## src/rtl/msu_pkg.sv

```systemverilog
// Shared constants for the MSU-1 sector path: sector geometry and fetch FSM state codes.
// No logic; imported by the sector fetch stage.
package msu_pkg;

    localparam int SECTOR_WORDS = 512;
    localparam int SECTOR_W     = 22;

    localparam logic [2:0] ST_IDLE   = 3'd0;
    localparam logic [2:0] ST_REQ    = 3'd1;
    localparam logic [2:0] ST_STREAM = 3'd2;
    localparam logic [2:0] ST_PAD    = 3'd3;
    localparam logic [2:0] ST_END    = 3'd4;

endpackage

```

## src/rtl/msu_sector_fetch.sv

```systemverilog
// Turns an audio sector request/seek into a host sector read and streams exactly WORDS words back.
// Latency 1 cycle host word to strobe; no backpressure, host words are accepted every cycle.
module msu_sector_fetch
    import msu_pkg::*;
#(
    parameter int WORDS       = SECTOR_WORDS,
    parameter int TIMEOUT_CYC = 1048576,
    parameter int TCNT_W      = 21
) (
    input  logic                clk,
    input  logic                reset,
    input  logic                audio_req,
    input  logic                audio_seek,
    input  logic [SECTOR_W-1:0] audio_sector,
    output logic                audio_ack,
    output logic                audio_download,
    output logic                audio_data_wr,
    output logic [15:0]         audio_data,
    output logic                host_req,
    output logic                host_seek,
    output logic [SECTOR_W-1:0] host_sector,
    input  logic                host_ack,
    input  logic                host_wr,
    input  logic [15:0]         host_data,
    output logic                fetch_err
);

    localparam logic [TCNT_W-1:0] TMO_MAX = TCNT_W'(TIMEOUT_CYC - 1);
    localparam logic [9:0]        WLAST   = 10'(WORDS - 1);

    logic [2:0]        st;
    logic [2:0]        st_nxt;
    logic [9:0]        wcnt;
    logic [TCNT_W-1:0] tcnt;
    logic              seek_q;
    logic              seek_rise;
    logic              abort;
    logic              tmo;
    logic              last_word;

    assign seek_rise = audio_seek & ~seek_q;
    assign abort     = seek_rise & ((st == ST_REQ) | (st == ST_STREAM) | (st == ST_PAD));
    assign tmo       = (tcnt == TMO_MAX);
    assign last_word = (wcnt == WLAST);

    // A seek edge outranks everything else while busy.
    always_comb begin
        st_nxt = st;
        case (st)
            ST_IDLE:   if (audio_req | audio_seek) st_nxt = ST_REQ;
            ST_REQ: begin
                if (abort)         st_nxt = ST_REQ;
                else if (host_ack) st_nxt = ST_STREAM;
                else if (tmo)      st_nxt = ST_PAD;
            end
            ST_STREAM: begin
                if (abort)                      st_nxt = ST_REQ;
                else if (host_wr && last_word)  st_nxt = ST_END;
                else if (!host_wr && tmo)       st_nxt = ST_PAD;
            end
            ST_PAD: begin
                if (abort)          st_nxt = ST_REQ;
                else if (last_word) st_nxt = ST_END;
            end
            ST_END:    st_nxt = ST_IDLE;
            default:   st_nxt = ST_IDLE;
        endcase
    end

    // Host inactivity counter: restarts on any state change or restart, and on each streamed word.
    always_ff @(posedge clk) begin
        if (reset || (st_nxt != st) || abort || ((st == ST_STREAM) && host_wr))
            tcnt <= '0;
        else if (!tmo)
            tcnt <= tcnt + 1'b1;
    end

    always_ff @(posedge clk) begin
        if (reset) begin
            st             <= ST_IDLE;
            seek_q         <= 1'b0;
            wcnt           <= '0;
            audio_ack      <= 1'b0;
            audio_download <= 1'b0;
            audio_data_wr  <= 1'b0;
            audio_data     <= '0;
            host_req       <= 1'b0;
            host_seek      <= 1'b0;
            host_sector    <= '0;
            fetch_err      <= 1'b0;
        end else begin
            st            <= st_nxt;
            seek_q        <= audio_seek;
            audio_data_wr <= 1'b0;
            if (abort) begin
                host_req       <= 1'b1;
                host_seek      <= 1'b1;
                host_sector    <= audio_sector;
                audio_ack      <= 1'b0;
                audio_download <= 1'b0;
                wcnt           <= '0;
            end else begin
                case (st)
                    ST_IDLE: begin
                        if (audio_req | audio_seek) begin
                            host_req    <= 1'b1;
                            host_seek   <= audio_seek;
                            host_sector <= audio_sector;
                        end
                    end
                    ST_REQ: begin
                        if (host_ack || tmo) begin
                            host_req       <= 1'b0;
                            audio_ack      <= 1'b1;
                            audio_download <= 1'b1;
                            wcnt           <= '0;
                        end
                    end
                    ST_STREAM: begin
                        if (host_wr) begin
                            audio_data_wr <= 1'b1;
                            audio_data    <= host_data;
                            wcnt          <= wcnt + 10'd1;
                        end
                    end
                    ST_PAD: begin
                        audio_data_wr <= 1'b1;
                        audio_data    <= '0;
                        wcnt          <= wcnt + 10'd1;
                        fetch_err     <= 1'b1;
                    end
                    ST_END: begin
                        // Ack drops one cycle after the last strobe so the consumer sees a clean gap.
                        audio_ack      <= 1'b0;
                        audio_download <= 1'b0;
                    end
                    default: ;
                endcase
            end
        end
    end

endmodule
```

## config.mk

```make
export PLATFORM = sky130hd
export DESIGN_NAME = msu_sector_fetch
export DESIGN_NICKNAME = d
export VERILOG_FILES = /design/src/rtl/msu_pkg.sv /design/src/rtl/msu_sector_fetch.sv
export SDC_FILE = /design/constraint.sdc
export NUM_CORES = 1
export LEC_CHECK = 0
export ABC_AREA = 1
export CORE_ASPECT_RATIO = 2
export CORE_MARGIN = 2
export CORE_UTILIZATION = 45
export DETAILED_ROUTE_END_ITERATION = 7
export HOLD_SLACK_MARGIN = 0.03
export PLACE_DENSITY = 0.84
export SYNTH_ARGS = -nofsm -noshare
export SYNTH_HDL_FRONTEND = slang
export SYNTH_SLANG_ARGS = --single-unit
```

## constraint.sdc

```tcl
create_clock -name clk -period 2.6 [get_ports clk]
set_clock_uncertainty 0.15 [all_clocks]
set_input_delay 0.26 -clock clk [delete_from_list [all_inputs] [get_ports clk]]
set_output_delay 0.26 -clock clk [all_outputs]
set_load 0.02 [all_outputs]
```

==> flow_metrics.env <==
export IMPL_cp_slowest_cell="dfxtp_1"
export IMPL_fp_dieH_um=130
export IMPL_cts_resized=0
export IMPL_finalCritPeriodShare=0.838
export IMPL_antenna_found_initial=0
export IMPL_fp_dieW_um=66.8
export IMPL_peakVddDrop_uv=628
export IMPL_synth_seq_cells=78
export IMPL_clockBufferDepth=2
export IMPL_syn_nets=523
export IMPL_startpoint="wcnt[0]$_SDFFE_PP0P_"
export IMPL_slew_headroom=0.541
export IMPL_cts_hold_buffers=0
export IMPL_syn_inst=477
export IMPL_post_cts_buffers=0
export IMPL_yosysTopAreaCellShare=0.440
export IMPL_rrSetupSlack_ns=0.42
export IMPL_first_iter_violations=179
export IMPL_place_gp_congestion=0.923
export IMPL_path_max_fanout=21
export IMPL_crit_path_end_kind="register"
export IMPL_dp_hpwl_um=6890
export IMPL_setup_viol=0
export IMPL_fmax_ghz=0.459
export IMPL_place_ws_ns=0.369
export IMPL_die_area_um2=8660
export IMPL_core_um2=7600
export IMPL_avgSynthCellArea_um2=7.44
export IMPL_crit_type="reg2reg"
export IMPL_final_util=0.640
export IMPL_num_io_pins=88
export IMPL_grt_pass1_wl_um=15800
export IMPL_wl_per_cell_um=14.5
export IMPL_drtPass1Iterations=5
export IMPL_required_ns=2.67
export IMPL_via_per_inst=5.27
export IMPL_grt_pass1_vias=3530
export IMPL_grt_max_degree=25
export IMPL_io_buffers=87
export IMPL_cp_common_cell="nand2_1"
export IMPL_ys_seq_area_frac=0.440
export IMPL_layout_commonest_cell="clkdlybuf4s50_1"
export IMPL_synth_area_top_cells="dfxtp_1 44%, nor2_1 9.1%, nand2_1 8.7%"
export IMPL_holdCritPathClass="reg2reg"
export IMPL_crit_chain="ha_1 -> nand2_1 -> inv_1 -> nand2_1 -> nor2_1 -> nand3_1 -> nor2_1 -> nand3_1 -> nand2_1 -> a21oi_4 -> nand3_2 -> buf_12 -> nor2_2"
export IMPL_yosys_cell_types_count=33
export IMPL_area_growth_pct=37.0
export IMPL_cts_max_level=3
export IMPL_start_util=0.467
export IMPL_setup_worst_path_end="tcnt[0]$_SDFFE_PP0P_"
export IMPL_reg2reg_from="wcnt[0]$_SDFFE_PP0P_"
export IMPL_synth_cell_area_um2=3550
export IMPL_ant_nets=0
export IMPL_final_cell_mix="87 x clkdlybuf4s50_1, 86 x nor2_1, 82 x nand2_1, 78 x dfxtp_1"
export IMPL_ys_warn_count=0
export IMPL_yosysTopAreaCell="dfxtp_1"
export IMPL_max_stage_delay_ns=0.42
export IMPL_grt_overflow=0
export IMPL_fin_crit_ns=2.18
export IMPL_status="finished clean"
export IMPL_leakagePower_uw=0.00180
export IMPL_grt_use_total=0.237
export IMPL_drive_above_1_share=0.116
export IMPL_path_clk_slew_ns=0.06
export IMPL_insertion_delay_ns=0.34
export IMPL_hold_viol=0
export IMPL_drt_total_wl_um=9650
export IMPL_tns_ns=0
export IMPL_tightest_slew_ns=0.687
export IMPL_rr_endpoint="tcnt[0]$_SDFFE_PP0P_"
export IMPL_drc=0
export IMPL_antennaDiodeCount=0
export IMPL_cts_buffers=9
export IMPL_cts_tree="built"
export IMPL_rows=45
export IMPL_powerDensity_nw_per_um2=710
export IMPL_r2r_cells=13
export IMPL_cts_sinks=78
export IMPL_crit_path_start_kind="register"
export IMPL_cts_root_buf="clkbuf_16"
export IMPL_finalMaxSlewViolations=0
export IMPL_setup_ws_ns=0.421
export IMPL_arrival_ns=2.25
export IMPL_rsz0062_at_grt="false"
export IMPL_via_count=3502
export IMPL_drv_cap=0
export IMPL_final_nets=612
## layout make-up
class                           count  area (um^2)
Tap cell                           94          118
Clock buffer                       11          233
Fill cell                         644         2740
Inverter                           37          146
Multi-Input combinational cell    345         1750
Sequential cell                    78         1560
Timing Repair Buffer               95          943
Clock inverter                      5          106
## through the flow
stage / cells / hold WS (ns) / power [uW] / cell area [um^2]
after floorplan: 477 / 0.179 / 1740 / 3550
after global placement: 649 / 0.298 / 2020 / 4520
after detailed placement: 649 / 0.305 / 2040 / 4520
after CTS: 665 / 0.317 / 3470 / 4860
after global routing: 665 / 0.339 / 3580 / 4860
final: 665 / 0.311 / 3450 / 4860
## how the worst min path moves through the flow
stage	depth (start not counted)	to	from	slack (ns)
after floorplan	1	st[0]$_SDFF_PP0_	reset	0.18
after global placement	2	audio_data[0]$_SDFFE_PP0P_	audio_data[0]$_SDFFE_PP0P_	0.30
after detailed placement	2	audio_data[2]$_SDFFE_PP0P_	audio_data[2]$_SDFFE_PP0P_	0.30
after CTS	2	audio_data[1]$_SDFFE_PP0P_	audio_data[1]$_SDFFE_PP0P_	0.32
after global routing	2	audio_data[7]$_SDFFE_PP0P_	audio_data[7]$_SDFFE_PP0P_	0.34
final	2	audio_data[6]$_SDFFE_PP0P_	audio_data[6]$_SDFFE_PP0P_	0.31
## sequential cells by signal, indices dropped and copies added, names as in the netlist
name,flops
audio_data_wr,1
host_sector,22
host_seek,1
seek_q,1
host_req,1
tcnt,21
fetch_err,1
audio_download,1
audio_data,16
wcnt,10
st,3
## layer usage
layer | track usage | up-vias | wire length, um
met4 | 0.114 | 0 | 214
met5 | 0 | - | 0
met2 | 0.447 | 115 | 5580
met1 | 0.233 | 1640 | 3410
li1 | - | 1727 | -
met3 | 0.0530 | 20 | 453
## cells in the mapped netlist (all sizes together)
master	n
nor2	112
nand2	89
dfxtp	78
inv	36
a21oi	32
o21ai	28
nand4	23
nand3	21
xor2	12
nor3	11
clkbuf	10
xnor2	9
buf	7
ha	2
a21boi	1
clkinv	1
nand3b	1
nor4	1
o211ai	1
o22ai	1
o41ai	1
## logic make-up after synthesis
family / after synthesis / synth area share
xor gates and xnor gates: 21 / 0.0518
adders and majority gates: 2 / 0.00705
buffers and inverters: 54 / 0.0659
DFF: 78 / 0.440
and+or+nand+nor: 258 / 0.339
AOI/OAI and AO/OA: 64 / 0.0962
## worst max-delay path: cells and delay by family, from the launching register on
family                     cells  cell delay [ns]
and+or+nand+nor                9             0.97
DFF                            1             0.42
buffers and inverters          2             0.28
AOI/OAI and AO/OA              1             0.04
adders and majority gates      1             0.20
## power breakdown
| group | switching (uW) | leakage [uW] | internal (uW) |
|---|---|---|---|
| Combinational | 408 | 0.00101 | 283 |
| Sequential | 48.3 | 0.000636 | 1280 |
| Clock | 491 | 0.000160 | 942 |
Note: power is estimated with default switching activity, not from simulation.
